[src/rtl/transaction_engine.sv]
// ============================================================================
// Module      : transaction_engine
// Description : Responder side of the start/finished transaction handshake.
//               Reads the key and balances, validates, commits, animates.
// Revision    : 1.0 - initial release
// ============================================================================
`default_nettype none

module transaction_engine #(
  parameter int MONEY_WIDTH = 8,
  parameter int KEY_WIDTH   = 4,
  parameter int ANIM_CYCLES = 8,
  localparam int CNT_W      = (ANIM_CYCLES > 1) ? $clog2(ANIM_CYCLES) : 1
) (
  input  logic                   clock_i,
  input  logic                   reset_i,
  input  logic                   start_transaction_i,
  input  logic                   direction_i,
  input  logic [MONEY_WIDTH-1:0] amount_i,
  input  logic [KEY_WIDTH-1:0]   key_i,
  input  logic [MONEY_WIDTH-1:0] mem_rdata_i,
  output logic [1:0]             mem_addr_o,
  output logic [MONEY_WIDTH-1:0] mem_wdata_o,
  output logic                   mem_wren_o,
  output logic                   anim_active_o,
  output logic [CNT_W-1:0]       anim_count_o,
  output logic                   finished_transaction_o,
  output logic                   tx_ok_o,
  output logic [1:0]             tx_err_o
);

  typedef enum logic [3:0] {
    S_IDLE     = 4'd0,
    S_RD_KEY   = 4'd1,
    S_RD_SRC   = 4'd2,
    S_RD_DST   = 4'd3,
    S_CHECK    = 4'd4,
    S_EVAL     = 4'd5,
    S_WR_SRC   = 4'd6,
    S_WR_DST   = 4'd7,
    S_ANIMATE  = 4'd8,
    S_DONE     = 4'd9,
    S_WAIT_LOW = 4'd10
  } state_t;

  localparam logic [1:0] c_ERR_NONE = 2'b00;
  localparam logic [1:0] c_ERR_KEY  = 2'b01;
  localparam logic [1:0] c_ERR_FUND = 2'b10;
  localparam logic [1:0] c_ERR_OVF  = 2'b11;
  localparam logic [CNT_W-1:0] c_ANIM_LAST = CNT_W'(ANIM_CYCLES - 1);

  state_t                 state_q, state_d;
  logic                   dir_q;
  logic [MONEY_WIDTH-1:0] amt_q;
  logic [KEY_WIDTH-1:0]   key_in_q;
  logic [KEY_WIDTH-1:0]   key_q;
  logic [MONEY_WIDTH-1:0] src_q;
  logic [MONEY_WIDTH-1:0] dst_q;
  logic [CNT_W-1:0]       anim_cnt_q;
  logic                   tx_ok_q;
  logic [1:0]             tx_err_q;

  logic [MONEY_WIDTH:0]   w_sum;
  logic [MONEY_WIDTH-1:0] w_diff;
  logic [1:0]             w_err;
  logic                   w_anim_last;
  logic                   w_wr;

  assign w_sum       = {1'b0, dst_q} + {1'b0, amt_q};
  assign w_diff      = src_q - amt_q;
  assign w_anim_last = (anim_cnt_q == c_ANIM_LAST);

  // Validation priority: key first, then funds, then receiver overflow.
  always_comb begin
    w_err = c_ERR_NONE;
    if (key_in_q != key_q) begin
      w_err = c_ERR_KEY;
    end else if (amt_q > src_q) begin
      w_err = c_ERR_FUND;
    end else if (w_sum[MONEY_WIDTH]) begin
      w_err = c_ERR_OVF;
    end
  end

  always_ff @(posedge clock_i) begin
    if (reset_i) begin
      state_q <= S_IDLE;
    end else begin
      state_q <= state_d;
    end
  end

  always_comb begin
    state_d = state_q;
    case (state_q)
      S_IDLE:     if (start_transaction_i) state_d = S_RD_KEY;
      S_RD_KEY:   state_d = S_RD_SRC;
      S_RD_SRC:   state_d = S_RD_DST;
      S_RD_DST:   state_d = S_CHECK;
      S_CHECK:    state_d = S_EVAL;
      S_EVAL:     state_d = (w_err != c_ERR_NONE) ? S_DONE : S_WR_SRC;
      S_WR_SRC:   state_d = S_WR_DST;
      S_WR_DST:   state_d = S_ANIMATE;
      S_ANIMATE:  if (w_anim_last) state_d = S_DONE;
      S_DONE:     state_d = S_WAIT_LOW;
      S_WAIT_LOW: if (!start_transaction_i) state_d = S_IDLE;
      default:    state_d = S_IDLE;
    endcase
  end

  always_ff @(posedge clock_i) begin
    if (reset_i) begin
      dir_q      <= 1'b0;
      amt_q      <= '0;
      key_in_q   <= '0;
      key_q      <= '0;
      src_q      <= '0;
      dst_q      <= '0;
      anim_cnt_q <= '0;
      tx_ok_q    <= 1'b0;
      tx_err_q   <= c_ERR_NONE;
    end else begin
      case (state_q)
        S_IDLE: begin
          if (start_transaction_i) begin
            dir_q    <= direction_i;
            amt_q    <= amount_i;
            key_in_q <= key_i;
            tx_ok_q  <= 1'b0;
            tx_err_q <= c_ERR_NONE;
          end
        end
        // RAM data lags the address by one cycle, so each capture
        // happens in the state after the one that issued the read.
        S_RD_SRC: key_q <= mem_rdata_i[KEY_WIDTH-1:0];
        S_RD_DST: src_q <= mem_rdata_i;
        S_CHECK:  dst_q <= mem_rdata_i;
        S_EVAL: begin
          if (w_err != c_ERR_NONE) begin
            tx_ok_q  <= 1'b0;
            tx_err_q <= w_err;
          end
        end
        S_ANIMATE: begin
          if (w_anim_last) begin
            anim_cnt_q <= '0;
            tx_ok_q    <= 1'b1;
            tx_err_q   <= c_ERR_NONE;
          end else begin
            anim_cnt_q <= anim_cnt_q + 1'b1;
          end
        end
        default: ;
      endcase
    end
  end

  always_comb begin
    mem_addr_o             = 2'b00;
    mem_wdata_o            = '0;
    w_wr                   = 1'b0;
    anim_active_o          = 1'b0;
    anim_count_o           = '0;
    finished_transaction_o = 1'b0;
    case (state_q)
      S_RD_KEY: mem_addr_o = {1'b1, dir_q};
      S_RD_SRC: mem_addr_o = {1'b0, dir_q};
      S_RD_DST: mem_addr_o = {1'b0, ~dir_q};
      S_WR_SRC: begin
        mem_addr_o  = {1'b0, dir_q};
        mem_wdata_o = w_diff;
        w_wr        = 1'b1;
      end
      S_WR_DST: begin
        mem_addr_o  = {1'b0, ~dir_q};
        mem_wdata_o = w_sum[MONEY_WIDTH-1:0];
        w_wr        = 1'b1;
      end
      S_ANIMATE: begin
        anim_active_o = 1'b1;
        anim_count_o  = anim_cnt_q;
      end
      S_DONE: finished_transaction_o = 1'b1;
      default: ;
    endcase
  end

  // A reset landing on a write cycle must not corrupt the RAM.
  assign mem_wren_o = w_wr & ~reset_i;
  assign tx_ok_o    = tx_ok_q;
  assign tx_err_o   = tx_err_q;

endmodule

`default_nettype wire

[config.mk]
export PLATFORM = sky130hd
export DESIGN_NAME = transaction_engine
export DESIGN_NICKNAME = d
export VERILOG_FILES = /design/src/rtl/transaction_engine.sv
export SDC_FILE = /design/constraint.sdc
export NUM_CORES = 1
export LEC_CHECK = 0
export BUFFER_PORTS_ARGS = -buffer_cell sky130_fd_sc_hd__buf_2
export CAP_MARGIN = 20
export CORE_MARGIN = 4
export CORE_UTILIZATION = 35
export CTS_BUF_LIST = sky130_fd_sc_hd__clkbuf_8 sky130_fd_sc_hd__clkbuf_16
export DETAILED_ROUTE_END_ITERATION = 10
export PLACE_DENSITY_LB_ADDON = 0.3
export SLEW_MARGIN = 10
export SYNTH_ARGS = -nofsm -noshare
export SYNTH_HDL_FRONTEND = slang
export SYNTH_SLANG_ARGS = --single-unit
[constraint.sdc]
create_clock -name clock_i -period 2.4 [get_ports clock_i]
set_clock_uncertainty 0.1 [all_clocks]
set_input_delay 0.48 -clock clock_i [delete_from_list [all_inputs] [get_ports clock_i]]
set_output_delay 0.48 -clock clock_i [all_outputs]
set_load 0.1 [all_outputs]
After elaboration in Yosys (flattened, before gate mapping)
Cells that the tools add are included.
- register bits: 43
- bits of input ports: 24
- output and inout port bits: 19
- word-level logic and storage cells: 65
- add/subtract/negate cells: 3
- order comparisons: 1
- eq/ne operators: 16
- multiplexer cells: 23
- bitwise gates (word level): 3
- reduce and logical (&&, ||, !) cells: 9
- operator list (cell ; count):
    one-hot mux 4 bit (11 select lines) ; 1
    equality test 4 x 3 -> 1 bit, second input constant ; 4
    two-way mux 4 bit ; 4
    one-hot mux 8 bit (2 select lines) ; 1
    equality test 4 bit, second input constant ; 3
    two-way mux 2 bit ; 6
    one-hot mux 2 bit (3 select lines) ; 2
    adder 8 x 8 -> 9 bit ; 1
    equality test 4 x 2 -> 1 bit, second input constant ; 2
    greater-than comparator 8 bit ; 1
    inequality test 2 bit, second input constant ; 4
    subtractor 8 bit ; 1
    two-way mux 1 bit ; 6
    two-way mux 3 bit ; 2
    OR reduction 2 bit ; 3
    equality test 4 x 1 -> 1 bit, second input constant ; 1
    zero test 4 bit ; 1
    inequality test 4 bit ; 1
    AND reduction 4 bit ; 1
    adder 3 x 1 -> 3 bit, second input constant ; 1
    equality test 3 bit, second input constant ; 1
    one-hot mux 1 bit (3 select lines) ; 1
    AND reduction 3 bit ; 1
    nonzero test 3 bit ; 1
    other kinds (4) ; 5

Logic depth before layout (Yosys ltp)
- word-level depth: 7
- gate-level depth with buffers: 10
- gate-level depth less buffers: 10

Worst setup path before layout
OpenSTA, ideal clock, no wires.
- kind: flip-flop to output port
- start point: register amt_q[0]
- end point: output mem_wdata_o[4]
- data arrival time: 3.575 ns
- slack: -1.755 ns
- cell stages (with the launch flop): 7
- buffers on the path: 0
- path through: dfxtp_1 ha_1 inv_1 fa_1 a211oi_1 nor2_1 o32ai_1
- cells in the longest elaborated chain, start to end: 2
- elaborated cells on any way between the ends: 3
- those cells by class: add/sub: 2; mux: 1
- ends and longest elaborated chain (what ; RTL line ; source):
    start: declaration ; 54 ; logic [MONEY_WIDTH-1:0] amt_q;
    start signal: assignment ; 127 ; amt_q <= amount_i;
    adder 8 x 8 -> 9 bit or subtractor 8 bit (tied branches) ; 69, 70 ;
    one-hot mux 8 bit (2 select lines) * ; 165 ; case (state_q)
    end: declaration ; 23 ; output logic [MONEY_WIDTH-1:0] mem_wdata_o,
Mark *: on every way between the ends. The rest lies on a longest branch, timed or not.

Worst setup path in the final report
- start point: register amt_q[0]
- end point: output mem_wdata_o[6]
Same word-level chain as after synthesis.

==> impl_metrics.json <==
{
  "antenna_found_initial": 0,
  "wl_mm": 7.55,
  "end_kind": "output pin",
  "period_needed_ns": 2.92,
  "die_y_um": 92.6,
  "clk_path_buf_depth": 2,
  "synth-main-ff-cell": "dfxtp_1",
  "wl_met2_mm": 3.70,
  "yosysWarnings": 0,
  "grt_pass1_wl_mm": 12.2,
  "grt_overflow": 0,
  "cts_sinks": 43,
  "grt_max_degree": 44,
  "synth_area_sq_um": 2500,
  "critical_path_arrival_ns": 2.34,
  "die_area_sq_um": 8570,
  "path_class": "reg -> out",
  "ant_nets": 0,
  "grt_pass1_vias": 2547,
  "irDropWorstVdd_uv": 400,
  "wl_per_cell_um": 15.1,
  "htreeDepth": 2,
  "viasPerCell": 5.12,
  "via_count": 2557,
  "clockRootBuffer": "clkbuf_8",
  "dpl_cell_area_sq_um": 3430,
  "synth-edff-count": 0,
  "rsz0062_at_grt": "true",
  "slowest_delay_ns": 0.38,
  "fp.coreArea_sq_um": 6870,
  "finalWorstSetupSlack_ns": -0.521,
  "wl_met3_um": 379,
  "area_growth_pct": 58.1,
  "p_per_area_nw_per_um2": 640,
  "setup-violations-final": 9,
  "fin_nets": 446,
  "port_buffers": 42,
  "required_ns": 1.82,
  "drv_slew": 0,
  "synth_cell_type_count": 43,
  "antenna_cells": 0,
  "violations": "negative setup slack",
  "drive_above_1_share": 0.442,
  "synth_async_sr_flop_share": 0,
  "wl_met1_mm": 3.33,
  "fp.dieW_um": 92.6,
  "fmax_mhz": 342,
  "top_layer_used": "met4",
  "avgSynthCellArea_sq_um": 7.73,
  "rows": 30,
  "final_cell_area_sq_um": 3960,
  "hold_class": "in -> reg",
  "seq_area_frac_synth": 0.344,
  "final_common_cell": "nand2_1",
  "yosys_register_bits": 43,
  "leakagePower_nw": 1.51,
  "hold_viol": 0,
  "critical_path_peak_fanout": 3,
  "hpwl_mm": 5.30,
  "tns_ns": -1.87,
  "tightest_slew_ns": 1.09,
  "ios": 43,
  "start_kind": "flip-flop",
  "netlist_instances": 324,
  "initial_core_util": 0.365,
  "status": "finished, violations left",
  "path_clk_slew_ns": 0.08,
  "grt_use_total": 0.175,
  "cts_tree": "yes",
  "synth_nets": 368,
  "numCtsBuffers": 5,
  "dr.pass1.iters": 4,
  "clock_latency_ns": 0.29,
  "relSlewSlack": 0.270,
  "final.period_utilization": 1.22,
  "worstPathCellList": "ha_4 -> inv_2 -> fa_2 -> a211oi_4 -> nor2_2 -> o21a_1 -> nor2_1 -> xor2_1 -> o22ai_4 -> buf_12",
  "cts.hold.buffers_added": 0,
  "drv_cap": 0,
  "layout_common_cells": "nand2_1, a21oi_1, buf_4, dfxtp_1, buf_2",
  "dr.first_iter.drc_count": 150,
  "routabilityCongestion": 0.826,
  "slowest_stage": "dfxtp_4",
  "drcViolationCount": 0
}
## per-layer routing
metal	global-route usage	up-vias
met1	0.226	1203
met2	0.305	74
met3	0.0317	14
met4	0.0322	0
met5	0	-
li1	-	1266
## what timing repair did
action                                  4_1_cts  5_1_grt
endpoints found under the setup margin       14       20
buffers inserted                             10        7
resized for setup                            40       32
pin swaps                                    25       29
## cells by family after synthesis
logic type,Yosys count,share of synthesized area
simple gates,123,0.211
fa+ha+maj,20,0.106
xor+xnor,15,0.0524
compound gates,91,0.221
mux,7,0.0280
flops,43,0.344
buf+inv,25,0.0375
## cell usage after synthesis, drive strengths merged (5+ instances only)
library cell | count | area share
xor2 | 7 | 0.024
nor2 | 25 | 0.037
mux2i | 7 | 0.028
dfxtp | 43 | 0.34
o22ai | 7 | 0.017
nand2 | 70 | 0.10
clkbuf | 10 | 0.015
a21oi | 48 | 0.097
o21ai | 10 | 0.020
nor3 | 7 | 0.016
nand3 | 5 | 0.010
ha | 18 | 0.090
xnor2 | 8 | 0.028
inv | 14 | 0.021
## critical path: cells and delay by family, from the launching register on
| kind | cells | cell delay (ns) |
|---|---|---|
| compound gates | 3 | 0.51 |
| xor+xnor | 1 | 0.26 |
| flops | 1 | 0.38 |
| buf+inv | 2 | 0.21 |
| simple gates | 2 | 0.19 |
| fa+ha+maj | 2 | 0.50 |
## flip-flops by register name, indices dropped and copies added (netlist names)
name,cells
src_q,8
state_q,4
key_in_q,4
tx_err_o,2
key_q,4
dir_q,1
dst_q,8
amt_q,8
anim_cnt_q,3
tx_ok_o,1
## where the power goes
group          internal [mW]  leakage [nW]  switching (mW)  total (mW)
registers              0.784         0.355          0.0758       0.860
logic                  0.531          1.10           0.708        1.24
clock network          0.196        0.0505           0.241       0.437
## through the flow
step           instances  total power, mW   util  hold WS [ns]  setup WS [ns]
2_1_floorplan        324             1.58      -         0.340         -0.277
3_3_place_gp         477             1.84  0.500         0.352         -0.155
3_5_place_dp         477             1.86  0.500         0.353         -0.182
4_1_cts              494             2.39  0.548         0.308         -0.515
5_1_grt              499             2.68  0.577         0.300         -0.641
6_report             499             2.54  0.577         0.317         -0.521
## final cells by class
class,count,area [sq um]
Fill cell,606,2910
Multi-Input combinational cell,256,2070
Sequential cell,43,882
Timing Repair Buffer,82,743
Tap cell,96,120
Clock buffer,5,68.8
Inverter,14,60.1
Clock inverter,3,12.5
## final timing paths
| path | to | cells past startpoint | slack (ns) | start |
|---|---|---|---|---|
| setup / recovery | mem_wdata_o[6] | 10 | -0.52 | amt_q[0] |
| hold / removal | amt_q[5] | 3 | 0.32 | amount_i[5] |
| setup reg to reg | tx_ok_o | 9 | -0.18 | amt_q[0] |
| hold reg to reg | dst_q[3] | 2 | 0.36 | dst_q[3] |
(Power assumes the default switching activity.)
